[config.mk]
export PLATFORM = sky130hd
export DESIGN_NAME = serial_adder
export DESIGN_NICKNAME = d
export VERILOG_FILES = /design/src/rtl/serial_adder_pkg.sv /design/src/rtl/serial_adder_full_adder.sv /design/src/rtl/serial_adder.sv
export SDC_FILE = /design/constraint.sdc
export NUM_CORES = 1
export LEC_CHECK = 0
export BUFFER_PORTS_ARGS = -buffer_cell sky130_fd_sc_hd__buf_2
export CAP_MARGIN = 20
export CORE_MARGIN = 1.5
export CORE_UTILIZATION = 58
export CTS_CLUSTER_SIZE = 24
export DETAILED_ROUTE_END_ITERATION = 16
export PLACE_DENSITY = 0.9
export SLEW_MARGIN = 30
export SYNTH_ARGS = -nofsm -noshare
export SYNTH_HDL_FRONTEND = slang
export SYNTH_SLANG_ARGS = --single-unit
[constraint.sdc]
create_clock -name i_clock -period 3.5 [get_ports i_clock]
set_input_delay 0.35 -clock i_clock [delete_from_list [all_inputs] [get_ports i_clock]]
set_output_delay 0.35 -clock i_clock [all_outputs]
set_load 0.005 [all_outputs]
[src/rtl/serial_adder_pkg.sv]
// serial_adder_pkg: shared arithmetic constants, FSM encodings and helpers
package serial_adder_pkg;

    typedef enum logic [1:0] {
        IDLE = 2'd0,
        RUN  = 2'd1,
        DONE = 2'd2
    } state_t;

    localparam int DEFAULT_WIDTH = 8;

    function automatic int cnt_width(input int n);
        return (n > 1) ? $clog2(n) : 1;
    endfunction

endpackage

[src/rtl/serial_adder_full_adder.sv]
// full_adder: one-bit combinational full adder
module full_adder (
    input  logic a,
    input  logic b,
    input  logic cin,
    output logic sum,
    output logic cout
);

    assign sum  = a ^ b ^ cin;
    assign cout = (a & b) | (cin & (a ^ b));

endmodule

[src/rtl/serial_adder.sv]
// serial_adder: bit-serial N-bit adder with valid/ready handshake on both sides
module serial_adder
    import serial_adder_pkg::*;
#(
    parameter int N = DEFAULT_WIDTH
) (
    input  logic         i_clock,
    input  logic         i_reset_n,
    input  logic [N-1:0] i_augend,
    input  logic [N-1:0] i_addend,
    input  logic         i_carry_in,
    input  logic         i_valid,
    output logic         o_ready,
    output logic [N-1:0] o_sum,
    output logic         o_carry,
    output logic         o_overflow,
    output logic         o_valid,
    input  logic         i_ready
);

    localparam int CW = cnt_width(N);
    localparam logic [CW-1:0] LAST = CW'(N - 1);

    state_t        state_q, state_d;
    logic [N-1:0]  a_q, a_d;
    logic [N-1:0]  b_q, b_d;
    logic [N-1:0]  acc_q, acc_d;
    logic          carry_q, carry_d;
    logic [CW-1:0] cnt_q, cnt_d;
    logic [N-1:0]  sum_q, sum_d;
    logic          co_q, co_d;
    logic          ovf_q, ovf_d;
    logic          fa_s, fa_c;

    full_adder u_fa (
        .a   (a_q[0]),
        .b   (b_q[0]),
        .cin (carry_q),
        .sum (fa_s),
        .cout(fa_c)
    );

    // next state and datapath: load on accept, one bit per RUN cycle, publish result on the last bit
    always_comb begin
        state_d = state_q;
        a_d     = a_q;
        b_d     = b_q;
        acc_d   = acc_q;
        carry_d = carry_q;
        cnt_d   = cnt_q;
        sum_d   = sum_q;
        co_d    = co_q;
        ovf_d   = ovf_q;
        case (state_q)
            IDLE: begin
                if (i_valid) begin
                    a_d     = i_augend;
                    b_d     = i_addend;
                    carry_d = i_carry_in;
                    cnt_d   = '0;
                    state_d = RUN;
                end
            end
            RUN: begin
                acc_d   = {fa_s, acc_q[N-1:1]};
                a_d     = a_q >> 1;
                b_d     = b_q >> 1;
                carry_d = fa_c;
                if (cnt_q == LAST) begin
                    sum_d   = {fa_s, acc_q[N-1:1]};
                    co_d    = fa_c;
                    ovf_d   = carry_q ^ fa_c;
                    state_d = DONE;
                end else begin
                    cnt_d = cnt_q + CW'(1);
                end
            end
            DONE: begin
                if (i_ready) state_d = IDLE;
            end
            default: state_d = IDLE;
        endcase
    end

    // state register; reset drops any in-flight operation and clears the published result
    always_ff @(posedge i_clock) begin
        if (!i_reset_n) begin
            state_q <= IDLE;
            a_q     <= '0;
            b_q     <= '0;
            acc_q   <= '0;
            carry_q <= 1'b0;
            cnt_q   <= '0;
            sum_q   <= '0;
            co_q    <= 1'b0;
            ovf_q   <= 1'b0;
        end else begin
            state_q <= state_d;
            a_q     <= a_d;
            b_q     <= b_d;
            acc_q   <= acc_d;
            carry_q <= carry_d;
            cnt_q   <= cnt_d;
            sum_q   <= sum_d;
            co_q    <= co_d;
            ovf_q   <= ovf_d;
        end
    end

    assign o_ready    = (state_q == IDLE);
    assign o_valid    = (state_q == DONE);
    assign o_sum      = sum_q;
    assign o_carry    = co_q;
    assign o_overflow = ovf_q;

endmodule

# Word-level counts from Yosys, hierarchy flattened
# Cells that the tools add are included.
[totals]
output_inout_bits = 12
word_cells = 42
inputBits = 21
reg_bits = 40
[op_classes]
reduce_logical = 6
n_addsub = 1
n_bitwise = 6
n_eq_ne = 7
n_mux = 13
[ops]
columns = ["operator", "count"]
rows = [
  ["one-hot mux 8 bit (2 select lines)", 2],
  ["two-way mux 8 bit", 2],
  ["two-way mux 2 bit", 3],
  ["two-way mux 3 bit", 2],
  ["!= test 2 bit, second input constant", 3],
  ["one-hot mux 2 bit (3 select lines)", 1],
  ["one-hot mux 3 bit (2 select lines)", 1],
  ["AND reduction 3 bit", 2],
  ["AND reduction 2 bit", 2],
  ["adder 3 x 1 -> 3 bit, second input constant", 1],
  ["== test 3 bit, second input constant", 1],
  ["XOR 1 bit", 3],
  ["bitwise AND 1 bit", 2],
  ["== test 2 x 1 -> 1 bit, second input constant", 1],
  ["== test 2 bit, second input constant", 1],
  ["logical NOT 2 bit", 1],
  ["!= test 2 x 1 -> 1 bit, second input constant", 1],
  ["one-hot mux 1 bit (2 select lines)", 1],
  ["nonzero test 2 bit", 1],
  ["two-way mux 1 bit", 1],
  ["OR 1 bit", 1],
]

# Logic depth before layout (Yosys ltp)
[logic_depth]
depth_word = 4
depth_mapped = 6
mapped_depth_nobuf = 5

# By module
# Synthesis repeated with hierarchy kept, for this count alone.
[hier_totals]
hier_cells = 182
hier_area_um2 = 1737.9
[by_module_without_submodules]
columns = ["mod", "seq_area_each_um2", "area_per_inst_um2", "cells_each", "n_inst"]
rows = [
  ["serial_adder", 780.7, 1717.9, 181, 1],
  ["full_adder", 0.0, 20.0, 1, 1],
]

# Least setup slack after synthesis
# No wires, ideal clock.
[synth_timing]
kind = "reg2reg"
startpoint = "register cnt_q[0]"
endpoint = "register ovf_q (netlist: o_overflow)"
setup_time_ps = 116
path_stages_with_launch = 6
slack_ps = 2163
path_buffers = 1
t_arrival_ps = 1221
synth_period_minus_slack_ps = 1337
required_ps = 3384
path_cell_list = "dfxtp_1 ha_1 ha_1 and3b_1 buf_6 o211a_1"
[synth_between]
elab_chain_len = 2
[synth_lines]
columns = ["element", "line_no", "source"]
rows = [
  ["from (decl)", "serial_adder.sv:29", "logic [CW-1:0] cnt_q, cnt_d;"],
  ["from (signal assigned)", "serial_adder.sv:103", "cnt_q <= cnt_d;"],
  ["== test 3 bit", "serial_adder.sv:69", "if (cnt_q == LAST) begin"],
  ["AND reduction 2 bit (no source line)", "--", ""],
  ["to (signal assigned)", "serial_adder.sv:106", "ovf_q <= ovf_d;"],
  ["to (decl)", "serial_adder.sv:32", "logic ovf_q, ovf_d;"],
]
# No other way between the ends.
# A chain may end at the register's enable or synchronous reset.

# Final worst setup path
[layout_timing]
startpoint = "register state_q[0]"
endpoint = "output o_valid"
[layout_between]
elab_chain_len = 1
[layout_lines]
columns = ["element", "line_no", "source"]
rows = [
  ["from (decl)", "serial_adder.sv:24", "state_t state_q, state_d;"],
  ["from (signal assigned)", "serial_adder.sv:98", "state_q <= state_d;"],
  ["== test 2 bit", "serial_adder.sv:111", "assign o_valid = (state_q == DONE);"],
  ["to (decl)", "serial_adder.sv:17", "output logic o_valid,"],
]
# No other way between the ends.

==> results.json <==
{
  "rsz0062_at_grt": "no",
  "clk_path_buf_depth": 2,
  "finalSetupTns_ns": 0,
  "fp.dieArea_um2": 3390,
  "grt_overflow": 0,
  "max_slew.worst_pin.slew_ns": 0.576,
  "via_count": 1283,
  "crit_path_start_kind": "flip-flop",
  "yosysTopAreaCellShare_pct": 44.2,
  "dp_hpwl_um": 2220,
  "cts_resized": 0,
  "core-area_um2": 2830,
  "setup_violations": 0,
  "port_buffers": 32,
  "final_util_pct": 68.1,
  "arrival_ns": 1.59,
  "final_cell_count_no_fill": 238,
  "synth_warnings": 0,
  "syn-num-nets": 202,
  "synth_cells": 178,
  "post_cts_buffers": 0,
  "ir_drop_mv": 0.310,
  "worstPathMaxFanout": 15,
  "drt_pass1_iterations": 6,
  "powerDensity_nw_per_um2": 418,
  "cts_max_level": 2,
  "max_slew_margin_pct": 61.6,
  "max_freq_mhz": 516,
  "num_rows": 19,
  "detail-route-antenna-nets": 0,
  "cp.required_ns": 3.15,
  "slew_violations": 0,
  "nFillCells": 240,
  "synth_edf_count": 0,
  "cap_violations": 0,
  "worstSetupPathType": "flip-flop to primary output",
  "clock-root-buffer": "clkbuf_4",
  "clk_pin_slew_ns": 0.11,
  "ys_top_cells_by_count": "52 x nand2_1, 39 x dfxtp_1, 16 x o211a_1, 15 x mux2i_1",
  "grt_pass1_vias": 1288,
  "cts_tree": "built",
  "hold_violations": 0,
  "dieWidth_um": 58.2,
  "async_flop_share_pct": 0,
  "fin_crit_ns": 1.94,
  "outcome": "finished, final reports clean",
  "io_pins": 33,
  "grt_usage_pct": 20.9,
  "drc": 0,
  "finalClockSkew_ns": 0.0125,
  "die_h_um": 58.2,
  "hp-class": "primary input to flip-flop",
  "synth.yosys.seq_area_share_pct": 44.2,
  "leakage_uw": 0.000919,
  "antenna_found_initial": 0,
  "fin_crit_sh_pct": 55.4,
  "syn-mean-instance-area_um2": 9.93,
  "layout.nets": 230,
  "routed_via_density": 5.39,
  "worstSkewPairLatency_ns": 0.35,
  "cts_made_buffers": 5,
  "clkSinkCount": 39,
  "cts_hold_buf": 0,
  "drt_iter0_drc": 20,
  "yosysTopAreaCell": "dfxtp_1",
  "post_drt_wl_per_cell_um": 13.0,
  "yosysUniqueCellTypes": 29,
  "num_antenna_cells": 0,
  "ys_ff_latch": 39,
  "post-place-cells": 230,
  "synthFlopType": "dfxtp_1",
  "synth.area.top_cells": "dfxtp_1 44%, nand2_1 11%, o211a_1 9.1%, mux2i_1 8.5%, a21boi_2 4.5%",
  "drt-total-wl_um": 3090,
  "syn_area_um2": 1770,
  "synth_most_common_cell": "nand2_1",
  "place_congestion": 0.746,
  "drive_gt1_share_pct": 25.6,
  "end_kind": "primary output",
  "grt_max_degree": 41,
  "area_delta_synth_final_pct": 8.92,
  "initial_utilization_pct": 62.5,
  "finalPower_uw": 804,
  "grt_pass1_wl_um": 5310
}
## cell usage in the layout, fill, tap and decap left out, types with 2 or more instances in the layout
master    count
o21ai_0       3
clkbuf_4      5
o211a_1      16
a21boi_2      7
mux2i_1      15
buf_2        32
a32oi_1       2
dfxtp_1      39
a21boi_0      2
nand2b_1      4
nor2b_1       4
nand2_1      52
ha_1          2
a21boi_1      7
## sequential cells by signal, indices dropped and copies added, names as in the netlist
name / cells
acc_q: 7
o_overflow: 1
a_q: 8
o_carry: 1
cnt_q: 3
carry_q: 1
b_q: 8
state_q: 2
o_sum: 8
## worst paths after layout
check / startpoint / slack, ns / depth (start not counted) / to
worst max-delay path: state_q[0] / 1.56 / 3 / o_valid
worst min-delay path: i_augend[7] / 0.29 / 3 / a_q[7]
worst max register to register: state_q[0] / 1.75 / 4 / b_q[2]
worst min register to register: o_sum[5] / 0.47 / 2 / o_sum[5]
## worst max-delay path, stage by stage (launching register included)
cell and delay, ns:
dfxtp_1 0.69, buf_4 0.34, nor2b_1 0.09, buf_2 0.13
## cells by family after synthesis
family                   Yosys count  synth area share (%)
AO/OA/AOI/OAI                     41                  21.2
XOR/XNOR                           1                 0.495
adder cells (fa/ha/maj)            3                  2.55
buffers and inverters             12                  5.80
flip-flops                        39                  44.2
multiplexers                      15                  8.49
AND/OR/NAND/NOR                   67                  17.3
## through the flow
step	setup slack, ns	hold slack, ns	instance area (um^2)
finish	1.56	0.288	1930
CTS	1.54	0.277	1930
floorplan	2.16	0.435	1770
global placement	1.84	0.443	1870
detailed placement	1.74	0.460	1870
global route	1.45	0.278	1930
## area by class of cell
cell class,count,area [um^2],area share [%]
well taps,31,38.8,2.01
repair buffers,33,168,8.71
flip-flops and latches,39,781,40.5
multi-input cells,127,885,45.9
clock inverters,2,12.5,0.650
clock buffers,6,41.3,2.14
## per-layer routing
layer	wire length [um]	global-route usage [%]
met5	0	0
met4	46	9.30
met3	146	8.04
met2	1560	37.2
met1	1340	21.7
## report_power, final
part           total [uW]  switching, uW  internal [uW]
Combinational        98.3           47.4           50.9
Sequential            483           17.3            466
Clock                 223            146           77.5
Note: power is estimated with default switching activity, not from simulation.
